[src/rtl/load_store_unit.sv]
// load_store_unit
//   Single-outstanding RV32I load/store unit between a CPU request/response
//   port and a word-oriented memory port. Each request is checked for
//   funct3 legality and alignment. Stores are replicated across the word
//   with byte enables. Loads fetch the aligned word, then extract and extend
//   the addressed byte or halfword.
//
//   Build option: define LSU_TIMEOUT_EN to bound the read-response wait to
//   TIMEOUT_CYCLES cycles. On expiry the unit returns resp_error=1. Without
//   the macro the unit waits indefinitely.
//
//   Parameters
//     TIMEOUT_CYCLES  read-response wait limit in cycles (min 2, default 16)
//   Ports
//     clk, reset                  clock; asynchronous active-high reset
//     req_valid/req_ready         CPU request handshake (ready only in IDLE)
//     req_write, req_funct3       1=store; RV32I load/store funct3
//     req_addr, req_wdata         byte address; store data
//     resp_valid                  one-cycle registered response strobe
//     resp_rdata, resp_error      extended load data; error flag
//     mem_req_valid/mem_req_ready memory request handshake
//     mem_write, mem_addr         store flag; word-aligned address
//     mem_wdata, mem_byte_en      formatted store data; byte enables
//     mem_rsp_valid, mem_rdata    read response strobe; full aligned word
module load_store_unit #(
  parameter int unsigned TIMEOUT_CYCLES = 16
) (
  input  logic        clk,
  input  logic        reset,
  input  logic        req_valid,
  output logic        req_ready,
  input  logic        req_write,
  input  logic [2:0]  req_funct3,
  input  logic [31:0] req_addr,
  input  logic [31:0] req_wdata,
  output logic        resp_valid,
  output logic [31:0] resp_rdata,
  output logic        resp_error,
  output logic        mem_req_valid,
  input  logic        mem_req_ready,
  output logic        mem_write,
  output logic [31:0] mem_addr,
  output logic [31:0] mem_wdata,
  output logic [3:0]  mem_byte_en,
  input  logic        mem_rsp_valid,
  input  logic [31:0] mem_rdata
);

  if (TIMEOUT_CYCLES < 2) begin : g_bad_timeout
    $error("load_store_unit: TIMEOUT_CYCLES must be at least 2");
  end

  typedef enum logic [1:0] {
    IDLE     = 2'd0,
    ISSUE    = 2'd1,
    WAIT_RSP = 2'd2,
    DONE     = 2'd3
  } state_t;

  state_t      state;
  logic        cap_write;
  logic [2:0]  cap_funct3;
  logic [1:0]  cap_offset;
  logic        mem_write_q;
  logic [31:0] mem_addr_q;
  logic [31:0] mem_wdata_q;
  logic [3:0]  mem_byte_en_q;
  logic        resp_valid_q;
  logic        resp_error_q;
  logic [31:0] resp_rdata_q;

`ifdef LSU_TIMEOUT_EN
  localparam int unsigned TO_W = $clog2(TIMEOUT_CYCLES);
  localparam logic [TO_W-1:0] TO_LAST = TO_W'(TIMEOUT_CYCLES - 1);
  logic [TO_W-1:0] to_cnt;
`endif

  // Request decode
  logic        funct3_legal;
  logic        misaligned;
  logic [31:0] st_wdata;
  logic [3:0]  st_byte_en;

  always_comb begin
    funct3_legal = 1'b0;
    case (req_funct3)
      3'b000, 3'b001, 3'b010: funct3_legal = 1'b1;
      3'b100, 3'b101:         funct3_legal = ~req_write;
      default:                funct3_legal = 1'b0;
    endcase
    // funct3[1:0] gives the access size for every legal encoding
    misaligned = ((req_funct3[1:0] == 2'b01) && req_addr[0]) ||
                 ((req_funct3[1:0] == 2'b10) && (req_addr[1:0] != 2'b00));
  end

  always_comb begin
    st_wdata   = req_wdata;
    st_byte_en = 4'b1111;
    case (req_funct3[1:0])
      2'b00: begin
        st_wdata   = {4{req_wdata[7:0]}};
        st_byte_en = 4'b0001 << req_addr[1:0];
      end
      2'b01: begin
        st_wdata   = {2{req_wdata[15:0]}};
        st_byte_en = req_addr[1] ? 4'b1100 : 4'b0011;
      end
      default: begin
        st_wdata   = req_wdata;
        st_byte_en = 4'b1111;
      end
    endcase
  end

  // Load extraction from the returned word
  logic [7:0]  ld_byte;
  logic [15:0] ld_half;
  logic [31:0] ld_data;

  always_comb begin
    ld_byte = mem_rdata[{cap_offset, 3'b000} +: 8];
    ld_half = cap_offset[1] ? mem_rdata[31:16] : mem_rdata[15:0];
    case (cap_funct3)
      3'b000:  ld_data = {{24{ld_byte[7]}}, ld_byte};
      3'b001:  ld_data = {{16{ld_half[15]}}, ld_half};
      3'b100:  ld_data = {24'd0, ld_byte};
      3'b101:  ld_data = {16'd0, ld_half};
      default: ld_data = mem_rdata;
    endcase
  end

  always_ff @(posedge clk or posedge reset) begin
    if (reset) begin
      state         <= IDLE;
      cap_write     <= 1'b0;
      cap_funct3    <= '0;
      cap_offset    <= '0;
      mem_write_q   <= 1'b0;
      mem_addr_q    <= '0;
      mem_wdata_q   <= '0;
      mem_byte_en_q <= '0;
      resp_valid_q  <= 1'b0;
      resp_error_q  <= 1'b0;
      resp_rdata_q  <= '0;
`ifdef LSU_TIMEOUT_EN
      to_cnt        <= '0;
`endif
    end else begin
      case (state)
        IDLE: begin
          // req_ready is high throughout IDLE outside reset
          if (req_valid) begin
            cap_write  <= req_write;
            cap_funct3 <= req_funct3;
            cap_offset <= req_addr[1:0];
            if (funct3_legal && !misaligned) begin
              state         <= ISSUE;
              mem_write_q   <= req_write;
              mem_addr_q    <= {req_addr[31:2], 2'b00};
              mem_wdata_q   <= req_write ? st_wdata : '0;
              mem_byte_en_q <= req_write ? st_byte_en : 4'b1111;
            end else begin
              state        <= DONE;
              resp_valid_q <= 1'b1;
              resp_error_q <= 1'b1;
              resp_rdata_q <= '0;
            end
          end
        end
        ISSUE: begin
          if (mem_req_ready) begin
            if (cap_write) begin
              state        <= DONE;
              resp_valid_q <= 1'b1;
              resp_error_q <= 1'b0;
              resp_rdata_q <= '0;
            end else begin
              state <= WAIT_RSP;
`ifdef LSU_TIMEOUT_EN
              to_cnt <= '0;
`endif
            end
          end
        end
        WAIT_RSP: begin
          if (mem_rsp_valid) begin
            state        <= DONE;
            resp_valid_q <= 1'b1;
            resp_error_q <= 1'b0;
            resp_rdata_q <= ld_data;
          end
`ifdef LSU_TIMEOUT_EN
          // to_cnt counts completed WAIT_RSP cycles; a response in the
          // final cycle takes priority over expiry
          else if (to_cnt == TO_LAST) begin
            state        <= DONE;
            resp_valid_q <= 1'b1;
            resp_error_q <= 1'b1;
            resp_rdata_q <= '0;
          end else begin
            to_cnt <= to_cnt + 1'b1;
          end
`endif
        end
        DONE: begin
          state        <= IDLE;
          resp_valid_q <= 1'b0;
          resp_error_q <= 1'b0;
          resp_rdata_q <= '0;
        end
        default: state <= IDLE;
      endcase
    end
  end

  assign req_ready     = (state == IDLE) & ~reset;
  assign resp_valid    = resp_valid_q;
  assign resp_error    = resp_error_q;
  assign resp_rdata    = resp_rdata_q;
  assign mem_req_valid = (state == ISSUE);
  assign mem_write     = mem_write_q;
  assign mem_addr      = mem_addr_q;
  assign mem_wdata     = mem_wdata_q;
  assign mem_byte_en   = mem_byte_en_q;

endmodule

[config.mk]
export PLATFORM = sky130hd
export DESIGN_NAME = load_store_unit
export DESIGN_NICKNAME = d
export VERILOG_FILES = /design/src/rtl/load_store_unit.sv
export SDC_FILE = /design/constraint.sdc
export NUM_CORES = 1
export LEC_CHECK = 0
export ABC_AREA = 1
export BUFFER_PORTS_ARGS = -buffer_cell sky130_fd_sc_hd__buf_2
export CAP_MARGIN = 20
export CORE_MARGIN = 4
export CORE_UTILIZATION = 49
export DETAILED_ROUTE_END_ITERATION = 12
export GPL_ROUTABILITY_DRIVEN = 0
export PLACE_DENSITY = 0.89
export SLEW_MARGIN = 20
export SYNTH_ARGS = -nofsm -noshare
export SYNTH_HDL_FRONTEND = slang
export SYNTH_SLANG_ARGS = --single-unit
[constraint.sdc]
create_clock -name clk -period 4.15 [get_ports clk]
set_input_delay 0.83 -clock clk [delete_from_list [all_inputs] [get_ports clk]]
set_output_delay 0.83 -clock clk [all_outputs]
set_load 0.01 [all_outputs]
After elaboration in Yosys (flattened, before gate mapping)

Index checks and enable logic that the tools add are counted.

Bits of input ports: 105
Register bits: 109

Shift-type cells: 2
Muxes and demuxes: 30
Equal/unequal tests: 17
Reductions and logical operators: 16
Bitwise gates (word level): 3

Operator list:

| kind                                                  | number |
|---|---|
| one-hot mux 32 bit (4 select lines)                   | 2 |
| two-way mux 32 bit                                    | 6 |
| one-hot mux 32 bit (2 select lines)                   | 1 |
| indexed part select 32 x 6 -> 8 bit                   | 1 |
| two-way mux 16 bit                                    | 1 |
| == test 3 bit, second input constant                  | 4 |
| two-way mux 1 bit                                     | 9 |
| two-way mux 2 bit                                     | 4 |
| two-way mux 4 bit                                     | 2 |
| one-hot mux 1 bit (4 select lines)                    | 2 |
| one-hot mux 2 bit (4 select lines)                    | 1 |
| one-hot mux 4 bit (2 select lines)                    | 1 |
| == test 2 bit, second input constant                  | 3 |
| == test 3 x 1 -> 1 bit, second input constant         | 2 |
| zero test 3 bit                                       | 2 |
| inequality test 2 bit, second input constant          | 3 |
| AND reduction 3 bit                                   | 2 |
| AND reduction 5 bit                                   | 1 |
| == test 2 x 1 -> 1 bit, second input constant         | 2 |
| zero test 2 bit                                       | 2 |
| inequality test 2 x 1 -> 1 bit, second input constant | 2 |
| left shift 1 x 2 -> 4 bit, first input constant       | 1 |
| == test 3 x 2 -> 1 bit, second input constant         | 1 |
| logical AND 1 bit                                     | 3 |
| other kinds (9)                                       | 10 |

Longest topological paths before layout

Gate-level depths: netlist of run 1.

Depth in word-level cells: 8
Mapped depth: 11
Mapped depth without buffers: 9

Least setup slack after synthesis of run 1

Ideal clock, no wire load.

Path type: input to register
Start point: input req_write
End point: register mem_addr_q[10], in the netlist mem_addr[10]
Buffers on the path: 3
Path slack: 2.285 ns
Stages on the path: 11
Arrival: 1.749 ns
Setup time: 0.117 ns
Cell sequence: buf_2 > nand2_1 > nand2_1 > nand2_2 > nand2_4 > nor2_8 > inv_2 > buf_6 > buf_6 > nand2_1 > nand2_1

Longest elaborated chain between the ends: 4

Ends and longest elaborated chain:

| item                               | line | source |
|---|---|---|
| start, declared                    | 32   | `input logic req_write,` |
| NOT 1 bit                          | 88   | `3'b100, 3'b101: funct3_legal = ~req_write;` |
| one-hot mux 1 bit (2 select lines) | 86   | `case (req_funct3)` |
| logical AND 1 bit                  | 156  | `if (funct3_legal && !misaligned) begin` |
| AND reduction 3 bit (no line)      | --   |  |
| end signal, assigned               | 159  | `mem_addr_q <= {req_addr[31:2], 2'b00};` |
| end, declared                      | 65   | `logic [31:0] mem_addr_q;` |

No other way between the ends.
A chain may end at the register's enable or synchronous reset.

Worst setup path after layout of run 1

Start point: register state[0]
End point: register mem_wdata_q[24], in the netlist mem_wdata[24]

Longest elaborated chain between the ends: 2

Ends and longest elaborated chain:

| item                          | line | source |
|---|---|---|
| start, declared               | 60   | `state_t state;` |
| start signal, assigned        | 134  | `state <= IDLE;` |
| start signal, assigned        | 157  | `state <= ISSUE;` |
| start signal, assigned        | 163  | `state <= DONE;` |
| zero test 2 bit               | 149  | `case (state)` |
| AND reduction 3 bit (no line) | --   |  |
| end signal, assigned          | 160  | `mem_wdata_q <= req_write ? st_wdata : '0;` |
| end, declared                 | 66   | `logic [31:0] mem_wdata_q;` |

No other way between the ends.

==> summary.md, run 1 <==
| Metric | Value |
|---|---|
| Met2 WL | `~7000 µm` |
| Status | `completed` |
| Seq pwr share | `roughly 40%` |
| Top Layer Used | `met4` |
| RSZ-0062 raised after global routing | `no` |
| Core area | `10800 µm²` |
| CTS tree | `done` |
| CTS Hold Bufs | `0` |
| Detailed Routing Iterations Pass 1 | `5` |
| Die width | `~110 µm` |
| Area leader, netlist | `dfrtp_1` |
| Clk pin slew, worst setup/hold paths | `between 0.1 and 0.15 ns` |
| Starting Density | `49.9%` |
| Setup TNS | `0 ns` |
| Gate power share | `46.2%` |
| Area contributors post-synth | `dfrtp_1 51%, nand2_1 24%, o21ai_0 6.6%, nor2_1 3.3%, inv_1 3.0%` |
| Post-Place Setup Slack | `between 1 and 1.5 ns` |
| Nets | `approximately 1000` |
| Routed WL | `15100 µm` |
| Tightest Pin Transition | `slightly above 0.9 ns` |
| MaxCap Viol Count | `0` |
| Avg Vias per Cell | `between 5 and 6` |
| Synth Warn # | `0` |
| Sw power | `approximately 2100 µW` |
| Skew-Pair Late Insertion Delay | `0.37 ns` |
| Count of different cell masters after synthesis | `27` |
| DP Wirelength | `about 11000 µm` |
| FF+latch count, synth | `between 100 and 150` |
| Startpoint types | `flip-flop` |
| CP Capture Type | `flip-flop` |
| Synth top cells by count | `346 x nand2_1, 109 x dfrtp_1, 71 x o21ai_0` |
| DRC errors left | `0` |
| Fraction of registers with async set/reset | `100%` |
| Setup Skew | `around 0.016 ns` |
| GRT Residual Overflow | `0` |
| Highest-delay cell along the critical path | `clkinv_2` |
| Initial antenna violation count | `0` |
| Tmin final | `roughly 2.9 ns` |
| Gate Count Post-Synth | `724` |
| Maximum vdd ir drop | `between 0.3 and 0.4 mV` |
| IO Pins | `210` |
| Register area share after synthesis | `between 50% and 60%` |
| Final setup fails | `0` |
| Filler instances | `between 900 and 1000` |
| Post-CTS Setup Repair Bufs | `0` |
| Num CTS Buffers | `9` |
| Setup CP Type | `reg2reg` |
| Resized cells post-CTS | `0` |
| Routed wire per std cell | `approximately 14 µm` |
| Slowest stage delay, CP | `slightly above 0.8 ns` |
| Synth-to-layout area growth | `23.1%` |
| Relative slew slack | `about two fifths` |
| Synth top area share | `between 50% and 60%` |
| Post-synth top flop | `dfrtp_1` |
| CP cell instances | `inv_1, ha_1, nand2_2, nor2_8, clkinv_2, o21ai_0` |
| Met1 WL | `between 6000 and 7000 µm` |
| Power Internal | `about 2600 µW` |
| Power Total | `between 4000 and 5000 µW` |
| Synthesized area per cell | `between 7 and 8 µm²` |
| Fraction of layout cells with a size suffix above 1 | `a little over a quarter` |
| First-pass GRT wire length | `around 25000 µm` |
| Sink Count | `~110` |
| Period utilisation layout | `about 70%` |
| Worst-path fanout max | `69` |
| CP Data Required Time | `4.41 ns` |
| Detail Route met3 WL | `1530 µm` |
| Hold Crit Class | `reg2reg` |
| Clk Tree Root Cell | `clkbuf_8` |
| Clock network power share | `roughly 14%` |
| FMAX | `350 MHz` |
| Vias | `5420` |
| Gr usage total | `between 20% and 30%` |
| Cell with the most instances after synthesis | `nand2_1` |
| Pin count of the biggest net entering global routing | `about 80` |
| Reg2Reg Setup Slack | `~1.3 ns` |
| Final hold vios | `0` |
| Slew Limit Fails | `0` |
| Starting DRC count in detailed routing | `492` |
| Chip Height | `between 100 and 150 µm` |
| Ant diodes | `0` |
| Die area | `around 13000 µm²` |
| H-Tree Level Count | `3` |
| Maximum root-to-sink buffer count | `2` |
| Worst setup margin | `1.29 ns` |
| Final ANT Viol Nets | `0` |
| EDFF count, synth | `0` |
| Via count of the first global-routing pass | `between 5000 and 6000` |
| Leak | `0.00388 µW` |
| Power per Cell Area | `701 nW/µm²` |
| Post-Syn Area | `~5400 µm²` |
| Data arrival, critical path | `3.12 ns` |
| # rows | `38` |
| Sw frac | `about 45%` |
| Number of I/O port buffers | `around 210` |
[power groups by stage]
stage               Sequential [µW]  Clock (µW)  Combinational (µW)
finish                         1860         641                2150
global route                   1920         707                2440
CTS                            1860         658                2170
detailed placement             1860           0                2170
global placement               1870           0                2090
floorplan                      2010           0                1230
[final timing paths]
check / cells after the start / end / startpoint
setup / recovery: 6 / mem_wdata[24] / state[0]
hold / removal: 2 / mem_byte_en[1] / mem_byte_en[1]
setup reg to reg: 6 / mem_wdata[24] / state[0]
hold reg to reg: 2 / mem_byte_en[1] / mem_byte_en[1]
max in group asynchronous: 3 / mem_wdata[1] / reset
min in group asynchronous: 2 / state[1] / reset
[layout by cell type (no fill, tap or decap), drive strengths merged, types with 8 or more instances in the layout]
master / netlist / layout
clkbuf: 11 / 9
buf: 26 / 212
inv: 44 / 47
a21oi: 20 / 20
nand3: 16 / 16
dfrtp: 109 / 109
o22ai: 8 / 8
nand2: 351 / 351
o21ai: 72 / 72
nor2: 52 / 52
[cell type report]
cell class | instances | area [µm²] | area share, %
Clock inverter | 7 | 75.1 | 1.13
Timing Repair Buffer | 212 | 1070 | 16.2
Inverter | 45 | 180 | 2.72
Multi-Input combinational cell | 534 | 2270 | 34.3
Sequential cell | 109 | 2730 | 41.1
Tap cell | 140 | 175 | 2.64
Clock buffer | 9 | 124 | 1.87
[state kept, by name, indices dropped and copies added, names as in the netlist]
register,count
resp_rdata,32
state,2
cap_offset,2
resp_valid,1
mem_addr,30
mem_wdata,32
cap_funct3,3
mem_byte_en,4
resp_error,1
cap_write,1
mem_write,1
[metal layers]
metal,track usage (%),vias up
met1,31.2,2471
met5,0,-
met4,8.89,0
met2,38.5,289
li1,-,2622
met3,6.36,38
[critical path: cells and delay by family (launching register included)]
family,cells,cell delay (ns)
buf+inv,2,0.97
simple gates,2,0.64
compound gates,1,0.43
flops,1,0.42
fa+ha+maj,1,0.27
[cell families after synthesis]
logic type               count (synthesis)  share of synthesized area [%]
buffers and inverters                   82                           7.23
other                                    1                         0.0697
flip-flops                             109                           50.7
AO/OA/AOI/OAI                          102                           9.76
adder cells (fa/ha/maj)                  5                           1.16
AND/OR/NAND/NOR                        425                           31.1
[through the flow]
step | hold WS [ns] | util [%] | std cells | instance area, µm²
detailed placement | 0.454 | 59.5 | 1040 | 6430
finish | 0.479 | 61.4 | 1056 | 6630
CTS | 0.482 | 61.4 | 1056 | 6630
global placement | 0.449 | 59.5 | 1040 | 6430
global route | 0.507 | 61.4 | 1056 | 6630
floorplan | 0.472 | - | 725 | 5390
Power figures use the tool's default switching activity.
==> run 2, diff against run 1 <==
==> constraint.sdc (replaced) <==
create_clock -name clk -period 2.8 [get_ports clk]
set_input_delay 0.56 -clock clk [delete_from_list [all_inputs] [get_ports clk]]
set_output_delay 0.56 -clock clk [all_outputs]
set_load 0.01 [all_outputs]
==> run 2 against run 1 <==
  * Total power rose by 49%
  * Clock power rose by 46%
  * Fmax rose by 28%
  * Via count rose by 0.13%
  * Setup slack got worse by 0.73 ns
  * Clock skew barely moved
  * Die area did not move
  * Routed wire length barely moved
  * Combinational power rose by 50%
  * Design area rose by 1.2%
  * Critical path type unchanged
  * Largest cell class unchanged
  * Largest power group unchanged
==> summary.md, run 2 (synthesis gave the netlist of run 1 again) <==
| Metric | Value |
|---|---|
| Status | `completed` |
| Post-Place Setup Slack | `roughly 0.58 ns` |
| IO Pins | `between 200 and 250` |
| Core area | `around 11000 µm²` |
| Commonest non-fill, non-tap cell in the layout | `nand2_1` |
| CTS tree | `done` |
| Final hold vios | `0` |
| CTS Hold Bufs | `0` |
| Routed wire per std cell | `between 10 and 15 µm` |
| Startpoint types | `flip-flop` |
| Period utilisation layout | `between 70% and 80%` |
| Worst setup margin | `approximately 0.57 ns` |
| GRT Residual Overflow | `0` |
| Sink Count | `109` |
| Avg Vias per Cell | `~5.1` |
| Setup TNS | `0 ns` |
| Setup Skew | `approximately 0.016 ns` |
| Resized cells post-CTS | `0` |
| Skew-Pair Late Insertion Delay | `0.37 ns` |
| Maximum vdd ir drop | `between 0.5 and 0.6 mV` |
| Final setup fails | `0` |
| Fraction of layout cells with a size suffix above 1 | `a little over a quarter` |
| Synth-to-layout area growth | `24.6%` |
| Data arrival, critical path | `~2.5 ns` |
| Vias | `roughly 5400` |
| RSZ-0062 raised after global routing | `no` |
| Starting Density | `49.9%` |
| Leak | `about 0.004 µW` |
| Clk pin slew, worst setup/hold paths | `roughly 0.12 ns` |
| Detailed Routing Iterations Pass 1 | `5` |
| Via count of the first global-routing pass | `5129` |
| Gr usage total | `a little under a quarter` |
| Worst-path fanout max | `15` |
| DRC errors left | `0` |
| CP Data Required Time | `slightly above 3 ns` |
| Sw frac | `between 40% and 50%` |
| MaxCap Viol Count | `0` |
| Clk Tree Root Cell | `clkbuf_8` |
| Setup CP Type | `reg2reg` |
| Power Total | `approximately 6900 µW` |
| Starting DRC count in detailed routing | `483` |
| Power Internal | `roughly 3800 µW` |
| Power per Cell Area | `roughly 1000 nW/µm²` |
| Initial antenna violation count | `0` |
| Sw power | `slightly above 3000 µW` |
| R2R cell count | `8` |
| Die width | `about 110 µm` |
| Seq pwr share | `39.6%` |
| Final ANT Viol Nets | `0` |
| Tmin final | `around 2.2 ns` |
| Post-CTS Setup Repair Bufs | `0` |
| Number of I/O port buffers | `a little over 200` |
| Tightest Pin Transition | `0.815 ns` |
| Num CTS Buffers | `9` |
| # rows | `38` |
| Relative slew slack | `45.2%` |
| Ant diodes | `0` |
| Die area | `~13000 µm²` |
| H-Tree Level Count | `3` |
| Slew Limit Fails | `0` |
| Gate power share | `46.8%` |
| DP Wirelength | `11400 µm` |
| Chip Height | `between 100 and 150 µm` |
| Hold Crit Class | `in2async` |
| Routed WL | `15100 µm` |
| Nets | `slightly above 1000` |
| Pin count of the biggest net entering global routing | `45` |
| Most frequent cells in the layout | `345 x nand2_1, 207 x buf_2, 109 x dfrtp_1` |
| FMAX | `roughly 450 MHz` |
| CP Capture Type | `flip-flop` |
| First-pass GRT wire length | `24700 µm` |
| Clock network power share | `a little over an eighth` |
| Filler instances | `between 900 and 1000` |
| Maximum root-to-sink buffer count | `2` |
==> run 2: changes by cell type in the layout (fill, tap and decap cells not counted), sizes merged <==
cell	before	now
buf	212	220
clkbuf	9	10
inv	47	45
clkinvlp	0	1
==> run 2: power groups by stage <==
stage	logic (µW)	clock network, µW	registers (µW)
finish	3230	939	2740
global route	3680	1030	2840
CTS	3260	962	2740
detailed placement	3260	0	2740
global placement	3140	0	2760
floorplan	1830	0	2980
==> run 2: final timing paths <==
kind / start / endpoint / slack, ns
worst max-delay path: state[0] / mem_wdata[9] / 0.57
worst min-delay path: reset / cap_offset[1] / 0.32
worst max register to register: state[0] / mem_wdata[9] / 0.57
worst min register to register: mem_byte_en[0] / mem_byte_en[0] / 0.48
max in group asynchronous: reset / mem_wdata[16] / 1.82
min in group clk: req_addr[7] / mem_addr[7] / 0.38
==> run 2: worst max-delay path: stages (launching register included) <==
cell	delay, ns
dfrtp_1	0.43
inv_1	0.15
ha_1	0.27
nand2_2	0.21
inv_1	0.14
nand2_1	0.10
nor2_2	0.49
nand2_1	0.18
o21ai_0	0.20
==> run 2: per-stage QoR <==
stage / instances / area, µm² / hold WS (ns) / utilization [%]
detailed placement: 1048 / 6510 / 0.453 / 60.3
finish: 1064 / 6710 / 0.318 / 62.1
CTS: 1064 / 6710 / 0.336 / 62.1
global placement: 1048 / 6510 / 0.449 / 60.3
global route: 1064 / 6710 / 0.360 / 62.1
floorplan: 725 / 5390 / 0.472 / -
==> run 2: cell type report <==
type	count	area, µm²	area share [%]
clock buffer	10	128	1.90
inverter	45	178	2.65
timing repair buffer	220	1160	17.3
clock inverter	6	67.6	1.01
tap	140	175	2.61
multi-input combinational	534	2270	33.9
sequential	109	2730	40.7
==> run 2: layer usage <==
layer	track usage (%)	routed length [µm]	vias up
met5	0	0	-
met3	7.59	1680	35
met2	37.7	6970	300
met4	7.69	380	0
li1	-	-	2635
met1	31.1	6090	2457
==> run 3, diff against run 2 <==
==> constraint.sdc (replaced) <==
create_clock -name clk -period 2.2 [get_ports clk]
set_input_delay 0.44 -clock clk [delete_from_list [all_inputs] [get_ports clk]]
set_output_delay 0.44 -clock clk [all_outputs]
set_load 0.01 [all_outputs]
==> run 3 against run 2 <==
  * Sequential share of layout area is 0.16 points lower
  * Critical path type unchanged
  * Register-to-register slack worse by 0.31 ns
  * Combinational power is 33% higher
  * Total power increased by 29%
  * Global-route usage decreased by 0.52 points
  * Fmax grew 15%
  * Clock skew is 0.0078 ns lower
  * Critical endpoint unchanged
  * Cell count hardly changed
  * Routed wire length fell by 1.1%
==> summary.md, run 3 (synthesis gave the netlist of run 1 again) <==
| Metric | Value |
|---|---|
| CTS Hold Bufs | `0` |
| Setup Skew | `~0.008 ns` |
| Filler instances | `986` |
| Highest-delay cell along the critical path | `dfrtp_1` |
| Detailed Routing Iterations Pass 1 | `5` |
| Post-Place Setup Slack | `0.278 ns` |
| Vias | `between 5000 and 6000` |
| Skew-Pair Late Insertion Delay | `between 0.3 and 0.4 ns` |
| Slowest stage delay, CP | `around 0.42 ns` |
| Maximum root-to-sink buffer count | `2` |
| Leak | `roughly 0.0039 µW` |
| Number of I/O port buffers | `between 200 and 250` |
| Power per Cell Area | `between 1000 and 1500 nW/µm²` |
| Final setup fails | `0` |
| # rows | `38` |
| Startpoint types | `flip-flop` |
| Nets | `between 1000 and 1500` |
| Final ANT Viol Nets | `0` |
| Status | `completed` |
| Starting DRC count in detailed routing | `approximately 460` |
| Chip Height | `113 µm` |
| Slew Limit Fails | `0` |
| Data arrival, critical path | `2.23 ns` |
| Sink Count | `about 110` |
| Clk pin slew, worst setup/hold paths | `0.11 ns` |
| RSZ-0062 raised after global routing | `no` |
| Tightest Pin Transition | `~0.64 ns` |
| Commonest non-fill, non-tap cell in the layout | `nand2_1` |
| GRT Residual Overflow | `0` |
| FMAX | `about 510 MHz` |
| Crit path buffers/inverters | `3` |
| Delay-heaviest family, CP | `buffers and inverters` |
| Synth-to-layout area growth | `25.1%` |
| CP Data Required Time | `2.49 ns` |
| Routed WL | `approximately 15000 µm` |
| Maximum vdd ir drop | `about 0.59 mV` |
| Tmin final | `1.94 ns` |
| Post-CTS Setup Repair Bufs | `0` |
| Worst setup margin | `0.256 ns` |
| Num CTS Buffers | `9` |
| Period utilisation layout | `88.4%` |
| Most frequent cells in the layout | `345 x nand2_1, 207 x buf_2, 109 x dfrtp_1` |
| Clk Tree Root Cell | `clkbuf_8` |
| DRC errors left | `0` |
| CP Launch Point | `state[0]` |
| Core area | `10800 µm²` |
| Worst-path fanout max | `23` |
| DP Wirelength | `around 11000 µm` |
| Via count of the first global-routing pass | `just under 5000` |
| H-Tree Level Count | `3` |
| Final hold vios | `0` |
| Die area | `~13000 µm²` |
| CP Capture Type | `flip-flop` |
| Relative slew slack | `between 50% and 60%` |
| Avg Vias per Cell | `a little over 5` |
| Ant diodes | `0` |
| Resized cells post-CTS | `0` |
| RR Startpoint | `state[0]` |
| CTS tree | `done` |
| Util after Layout | `62.4%` |
| Gr usage total | `between 20% and 30%` |
| MaxCap Viol Count | `0` |
| Setup CP Type | `reg2reg` |
| Initial antenna violation count | `0` |
| Routed wire per std cell | `approximately 14 µm` |
| IO Pins | `210` |
| Starting Density | `approximately 50%` |
| Reg2Reg Setup Slack | `0.26 ns` |
| Fraction of layout cells with a size suffix above 1 | `a little over a quarter` |
| Hold Crit Class | `in2async` |
| Setup TNS | `0 ns` |
| CP cell instances | `inv_1, ha_1, nand2_2, inv_1, nand2_1, nor2_2, buf_4, nand2_1, o21ai_0` |
| Die width | `between 100 and 150 µm` |
| First-pass GRT wire length | `roughly 24000 µm` |
| Pin count of the biggest net entering global routing | `110` |
[run 3: final timing paths]
kind	depth (start not counted)	end
setup / recovery	9	mem_wdata[9]
hold / removal	3	resp_rdata[28]
setup reg to reg	9	mem_wdata[9]
hold reg to reg	2	mem_byte_en[1]
max in group asynchronous	3	resp_rdata[5]
min in group clk	3	mem_addr[14]
[run 3: worst reg2reg max path: stages, from the launching register on]
cell and delay (ns):
dfrtp_1 0.42, inv_1 0.14, ha_1 0.24, nand2_2 0.19, inv_1 0.12, nand2_1 0.09
nor2_2 0.11, buf_4 0.26, nand2_1 0.12, o21ai_0 0.18
[run 3: metrics by stage]
stage | total power (µW) | hold WS (ns) | instance area (µm²) | std cells
after floorplan | 6120 | 0.472 | 5390 | 725
after global placement | 7620 | 0.449 | 6550 | 1049
after detailed placement | 7760 | 0.453 | 6550 | 1049
after CTS | 8960 | 0.244 | 6730 | 1065
after global routing | 9680 | 0.244 | 6730 | 1065
final | 8890 | 0.215 | 6730 | 1065
[run 3: power by group]
group,total (µW),internal [µW],leakage (µW),switching (µW)
Clock,1190,443,0.0000947,749
Sequential,3410,2890,0.00141,517
Combinational,4290,1620,0.00243,2670
[run 3: layer usage]
| metal | track usage [%] | share of wire (%) | wire (µm) | vias to the layer above |
|---|---|---|---|---|
| met5 | 0 | 0 | 0 | - |
| met4 | 5.93 | 1.9 | 281 | 0 |
| met3 | 6.42 | 10 | 1510 | 23 |
| met2 | 38.0 | 47 | 7060 | 269 |
| met1 | 30.8 | 41 | 6110 | 2457 |
| li1 | - | - | - | 2642 |
[run 3: layout make-up]
| type | instances | area [µm²] | share of cell area [%] |
|---|---|---|---|
| tap | 140 | 175 | 2.60 |
| inverter | 45 | 178 | 2.64 |
| multi-input combinational | 534 | 2270 | 33.8 |
| clock inverter | 7 | 65.1 | 0.966 |
| sequential | 109 | 2730 | 40.5 |
| timing repair buffer | 221 | 1190 | 17.7 |
| clock buffer | 9 | 124 | 1.84 |
